## config.mk

```make
export PLATFORM = sky130hd
export DESIGN_NAME = edge_box_detector
export DESIGN_NICKNAME = d
export VERILOG_FILES = /design/src/rtl/edge_box_detector_pkg.sv /design/src/rtl/edge_box_detector_run.sv /design/src/rtl/edge_box_detector.sv
export SDC_FILE = /design/constraint.sdc
export NUM_CORES = 1
export LEC_CHECK = 0
export CAP_MARGIN = 20
export CORE_MARGIN = 1.5
export CORE_UTILIZATION = 30
export CTS_CLUSTER_DIAMETER = 120
export DETAILED_ROUTE_END_ITERATION = 16
export PLACE_DENSITY = 0.48
export REMOVE_ABC_BUFFERS = 1
export SLEW_MARGIN = 20
export SYNTH_ARGS = -nofsm -noshare
export SYNTH_HDL_FRONTEND = slang
export SYNTH_SLANG_ARGS = --single-unit
```

## constraint.sdc

```tcl
create_clock -name clk -period 8.1 [get_ports clk]
set_input_delay 2.025 -clock clk [delete_from_list [all_inputs] [get_ports clk]]
set_output_delay 2.025 -clock clk [all_outputs]
set_load 0.005 [all_outputs]
```

## src/rtl/edge_box_detector_pkg.sv

```systemverilog
// Shared types and defaults for edge_box_detector and the digit recogniser.
// EDGE_MARGIN_EN adds the margin default and saturating helpers.
package edge_box_detector_pkg;

    localparam int H_RES_DEFAULT   = 640;
    localparam int V_RES_DEFAULT   = 480;
    localparam int MIN_RUN_DEFAULT = 3;
    localparam int PIX_W           = 10;

    localparam logic [9:0] PIX_BLACK = 10'h000;
    localparam logic [9:0] PIX_WHITE = 10'h3FF;

    // Packed edge words: low field is top/left, high field is bottom/right.
    localparam int EDGE_LO_LSB = 0;
    localparam int EDGE_HI_LSB = 10;

    typedef enum logic [1:0] {
        WAIT_SOF,
        SCAN,
        PUBLISH
    } state_t;

`ifdef EDGE_MARGIN_EN
    localparam int MARGIN_DEFAULT = 2;

    function automatic logic [9:0] sat_sub(input logic [9:0] v, input logic [9:0] m);
        return (v > m) ? v - m : 10'd0;
    endfunction

    function automatic logic [9:0] sat_add(input logic [9:0] v, input logic [9:0] m,
                                           input logic [9:0] lim);
        logic [10:0] s;
        s = {1'b0, v} + {1'b0, m};
        return (s > {1'b0, lim}) ? lim : s[9:0];
    endfunction
`endif

endpackage

```

## src/rtl/edge_box_detector_run.sv

```systemverilog
// edge_run_filter: per-line black run counter; flags pixels belonging to a run
// of at least MIN_RUN and reports where that run started.
module edge_run_filter
    import edge_box_detector_pkg::*;
#(
    parameter int MIN_RUN = MIN_RUN_DEFAULT
)(
    input  logic       clk,
    input  logic       rst,
    input  logic       en,
    input  logic [9:0] col,
    input  logic       black,
    output logic       counted,
    output logic [9:0] run_start
);

    localparam logic [3:0] RUN_MAX  = 4'(MIN_RUN);
    localparam logic [9:0] RUN_BACK = 10'(MIN_RUN - 1);

    logic [3:0] run;
    logic [3:0] run_base;
    logic [3:0] run_next;

    // Column 0 starts a fresh line, so a run can never carry across lines.
    always_comb begin
        run_base = (col == '0) ? 4'd0 : run;
        run_next = 4'd0;
        if (black) begin
            run_next = (run_base == RUN_MAX) ? RUN_MAX : run_base + 4'd1;
        end
    end

    assign counted   = black && (run_next == RUN_MAX);
    assign run_start = col - RUN_BACK;

    always_ff @(posedge clk) begin
        if (!rst) begin
            run <= 4'd0;
        end else if (en) begin
            run <= run_next;
        end
    end

endmodule

```

## src/rtl/edge_box_detector.sv

```systemverilog
// edge_box_detector: bounding box of run-filtered black pixels per frame,
// published at end of frame. Define EDGE_MARGIN_EN to grow the box by MARGIN.
module edge_box_detector
    import edge_box_detector_pkg::*;
#(
    parameter int H_RES   = H_RES_DEFAULT,
    parameter int V_RES   = V_RES_DEFAULT,
    parameter int MIN_RUN = MIN_RUN_DEFAULT
`ifdef EDGE_MARGIN_EN
    ,
    parameter int MARGIN  = MARGIN_DEFAULT
`endif
)(
    input  logic        clk,
    input  logic        rst,
    input  logic        en,
    input  logic [9:0]  iRow,
    input  logic [9:0]  iCol,
    input  logic [9:0]  iBWData,
    output logic [19:0] oEdge_Row,
    output logic [19:0] oEdge_Col,
    output logic        oFound,
    output logic        oValid
);

    localparam logic [9:0] LAST_ROW = 10'(V_RES - 1);
    localparam logic [9:0] LAST_COL = 10'(H_RES - 1);

    state_t      state;
    logic [9:0]  top, bottom, left, right;
    logic        any_hit;
    logic [9:0]  top_next, bottom_next, left_next, right_next;
    logic        hit_next;
    logic        black, counted, sof, eof;
    logic [9:0]  run_start;
    logic [19:0] pub_row, pub_col;

    assign black = (iBWData == PIX_BLACK);
    assign sof   = (iRow == '0) && (iCol == '0);
    assign eof   = (iRow == LAST_ROW) && (iCol == LAST_COL);

    edge_run_filter #(.MIN_RUN(MIN_RUN)) u_run (
        .clk       (clk),
        .rst       (rst),
        .en        (en),
        .col       (iCol),
        .black     (black),
        .counted   (counted),
        .run_start (run_start)
    );

    // A frame start (first or resync) folds its pixel into empty accumulators.
    always_comb begin
        top_next    = top;
        bottom_next = bottom;
        left_next   = left;
        right_next  = right;
        hit_next    = any_hit;
        if (state != SCAN || sof) begin
            top_next    = 10'h3FF;
            left_next   = 10'h3FF;
            bottom_next = 10'd0;
            right_next  = 10'd0;
            hit_next    = 1'b0;
        end
        if (counted) begin
            if (iRow < top_next)      top_next    = iRow;
            if (iRow > bottom_next)   bottom_next = iRow;
            if (iCol > right_next)    right_next  = iCol;
            if (run_start < left_next) left_next  = run_start;
            hit_next = 1'b1;
        end
    end

    always_comb begin
        pub_row = '0;
        pub_col = '0;
        if (any_hit) begin
`ifdef EDGE_MARGIN_EN
            pub_row[EDGE_LO_LSB +: PIX_W] = sat_sub(top, 10'(MARGIN));
            pub_row[EDGE_HI_LSB +: PIX_W] = sat_add(bottom, 10'(MARGIN), LAST_ROW);
            pub_col[EDGE_LO_LSB +: PIX_W] = sat_sub(left, 10'(MARGIN));
            pub_col[EDGE_HI_LSB +: PIX_W] = sat_add(right, 10'(MARGIN), LAST_COL);
`else
            pub_row[EDGE_LO_LSB +: PIX_W] = top;
            pub_row[EDGE_HI_LSB +: PIX_W] = bottom;
            pub_col[EDGE_LO_LSB +: PIX_W] = left;
            pub_col[EDGE_HI_LSB +: PIX_W] = right;
`endif
        end
    end

    // Frame sequencing; outputs only ever change in the PUBLISH cycle.
    always_ff @(posedge clk) begin
        if (!rst) begin
            state     <= WAIT_SOF;
            top       <= 10'h3FF;
            left      <= 10'h3FF;
            bottom    <= 10'd0;
            right     <= 10'd0;
            any_hit   <= 1'b0;
            oEdge_Row <= '0;
            oEdge_Col <= '0;
            oFound    <= 1'b0;
            oValid    <= 1'b0;
        end else begin
            oValid <= 1'b0;
            case (state)
                WAIT_SOF: begin
                    if (en && sof) begin
                        top     <= top_next;
                        bottom  <= bottom_next;
                        left    <= left_next;
                        right   <= right_next;
                        any_hit <= hit_next;
                        state   <= SCAN;
                    end
                end
                SCAN: begin
                    if (en) begin
                        top     <= top_next;
                        bottom  <= bottom_next;
                        left    <= left_next;
                        right   <= right_next;
                        any_hit <= hit_next;
                        if (eof && !sof) begin
                            state <= PUBLISH;
                        end
                    end
                end
                PUBLISH: begin
                    oEdge_Row <= pub_row;
                    oEdge_Col <= pub_col;
                    oFound    <= any_hit;
                    oValid    <= 1'b1;
                    state     <= WAIT_SOF;
                end
                default: state <= WAIT_SOF;
            endcase
        end
    end

endmodule

```

==> reports/metrics.cfg <==
[finish]
mostFrequentLayoutCells = 88 x dfxtp_1, 74 x clkdlybuf4s50_1, 71 x nor2_1
antenna_cells_inserted = 0
drive_gt1_share_pct = 4.89
final_common_cell = dfxtp_1
finalNetCount = 681
fin_area_um2 = 5860
area_delta_synth_final_pct = 26.0

[grt]
grt_pass1_wl_um = 21100
grt_pass1_vias = 4139
grt_antenna_before_repair = 0
grt-ovfl-total = 0
grt_util_all_layers_pct = 16.5
grt_max_degree = 48

[sta]
period_needed_ns = 5.55
fin_ws_ns = 2.55
fmax_mhz = 180
drv_slew = 0
slew_headroom_pct = 35.8
period_share_pct = 68.5
tightest_slew_ns = 0.963
setup-violations-final = 0
grt_setup_unrepaired = no
hold_viol = 0
tns_ns = 0
skew_ns = 0.00707

[logic_synthesis]
synth_compound_area_share_pct = 16.4
synth.area.top_cells = dfxtp_1 38%, ha_1 11%, a21oi_1 5.9%
synth_top_cell_by_area = dfxtp_1
synth_xor_area_share_pct = 1.32
synthMuxAreaShare_pct = 4.31
synth_edf_count = 0
syn-cell-area_um2 = 4650
dominantRegCellSynth = dfxtp_1
synth_top_area_share_pct = 38.4
synth-adder-area-share_pct = 10.8
synth-seq-cells = 89
netlist_instances = 553
synth-simple-area-share_pct = 24.7
synthArstFlopShare_pct = 0
synth_cell_types = 52
syn_area_per_cell_um2 = 8.40
ys_seq_area_share_pct = 38.4
synth_top_family_by_area = simple AND/OR/NAND/NOR gates
ys_warn_count = 0

[placement]
dp_hpwl_um = 9130
port_buffers = 74
dpl_worst_slack_ns = 2.18
placed_cell_area_um2 = 5500
gp_congestion = 0.855

[drt]
firstDrtPassIters = 4
drc_errors = 0
antenna_left = 0
vias = 4116
routedWlPerCell_um = 16.1
wl_um = 12900
via_per_inst = 5.14
drt-initial-drc-count = 175

[clock_network]
hold_buffers = 0
cts_root_buf = clkbuf_16
clock_latency_ns = 0.35
clk_path_buf_depth = 2
cts_buffers = 9
cts_resized = 0
clk_pin_slew_ns = 0.06
h-tree-depth = 3
clock-sinks = 89
cts_tree = built
postCtsSetupBuffers = 0

[die]
rows = 45
initial_core_util_pct = 30.7
core_um2 = 15100
die_h_um = 127
die-area_um2 = 16200
die_x_um = 127
io_pins = 75

[worst_setup_path]
cp_data_required_time_ns = 8.37
slowest_delay_ns = 0.55
critPathKind = primary input to flip-flop
critPathArrivalTime_ns = 5.82
crit_chain = clkdlybuf4s50_1 -> nor3_2 -> nand4_1 -> o21ai_1 -> buf_4 -> nor2_1 -> ha_1 -> a21oi_1 -> nand2_1 -> a221o_1 -> a221oi_1 -> o211a_1 -> mux2i_1
cp_slowest_cell = clkdlybuf4s50_1
cp-start-kind = primary input
endpoint_kind = flip-flop
cp_max_fo = 20

[power_and_ir_drop]
finalPower_mw = 1.00
power_density_nw_per_um2 = 171
p_int_mw = 0.785
clkPwrFrac_pct = 49.5
power.switching_mw = 0.217
power.leakage_nw = 2.11
irDropWorstVdd_v = 0.000154
p_sw_share_pct = 21.7
pwr-share-comb_pct = 6.9
power_frac_seq_pct = 43.7

[min_path]
hold_class = flip-flop to flip-flop

[outcome]
status = complete, no violations

[flow_run]
cap_violations = 0

## synthesized netlist by cell type, drive strengths merged, types with 4 or more instances
cell type / n
o21ai: 4
dfxtp: 89
nor2: 71
nor3: 6
ha: 40
clkbuf: 24
nor4: 6
nor2b: 5
a22o: 20
buf: 10
a21o: 7
o21a: 6
nand2: 71
a21oi: 55
nand2b: 6
o211a: 4
mux2i: 20
and4: 4
nand3: 49
xnor2: 4
inv: 10
nand4: 11
## state kept, by name, summed over array words and instances (netlist names)
register / cells
oEdge_Col: 20
oEdge_Row: 20
bottom: 10
left: 10
right: 10
top: 10
u_run.run: 4
state: 2
any_hit: 1
oFound: 1
oValid: 1
## kinds of logic after synthesis
logic type | count (synthesis)
fa+ha+maj | 40
mux | 20
simple gates | 241
buf+inv | 44
xor+xnor | 7
flops | 89
compound gates | 112
## path summary, 6_finish.rpt
check                        startpoint                          to  slack, ns  cells past startpoint
min          oEdge_Col[14]$_SDFFE_PN0P_  oEdge_Col[14]$_SDFFE_PN0P_       0.45                      2
max reg2reg       state[0]$_SDFFE_PN0P_      bottom[1]$_SDFFE_PN0P_       4.78                      9
max                             iCol[9]         top[7]$_SDFFE_PN1P_       2.55                     13
min reg2reg  oEdge_Col[14]$_SDFFE_PN0P_  oEdge_Col[14]$_SDFFE_PN0P_       0.45                      2
## layer usage
metal | up-vias | GRT usage (%) | wire length [um]
li1 | 2078 | - | -
met1 | 1953 | 21.3 | 6280
met2 | 76 | 27.9 | 6000
met3 | 9 | 4.27 | 525
met4 | 0 | 3.28 | 110
met5 | - | 0 | 0
## worst max-delay path, delay by kind of cell
kind                     cells  cell delay [ns]
AO/OA/AOI/OAI                5             1.55
adder cells (fa/ha/maj)      1             0.30
buffers and inverters        2             0.81
AND/OR/NAND/NOR              4             0.87
multiplexers                 1             0.26
## final cells by class
type / instances / area, um2
Clock buffer: 12 / 256
Clock inverter: 4 / 98.8
Fill cell: 1551 / 9290
Inverter: 10 / 37.5
Multi-Input combinational cell: 420 / 2670
Sequential cell: 89 / 1780
Tap cell: 188 / 235
Timing Repair Buffer: 78 / 771
## metrics by stage
| stage | cells | util, % | hold WS, ns |
|---|---|---|---|
| after global routing | 801 | 38.7 | 0.474 |
| after detailed placement | 785 | 36.3 | 0.444 |
| after global placement | 785 | 36.3 | 0.439 |
| after floorplan | 519 | - | 0.448 |
| after CTS | 801 | 38.7 | 0.452 |
| final | 801 | 38.7 | 0.450 |
## power by group through the flow
stage	combinational, mW	sequential (mW)	clock [mW]
5_1_grt	0.0763	0.437	0.525
3_5_place_dp	0.0692	0.447	0
4_1_cts	0.0696	0.437	0.509
6_report	0.0688	0.437	0.496
2_1_floorplan	0.0298	0.447	0
3_3_place_gp	0.0689	0.447	0
Note: power is estimated with default switching activity, not from simulation.
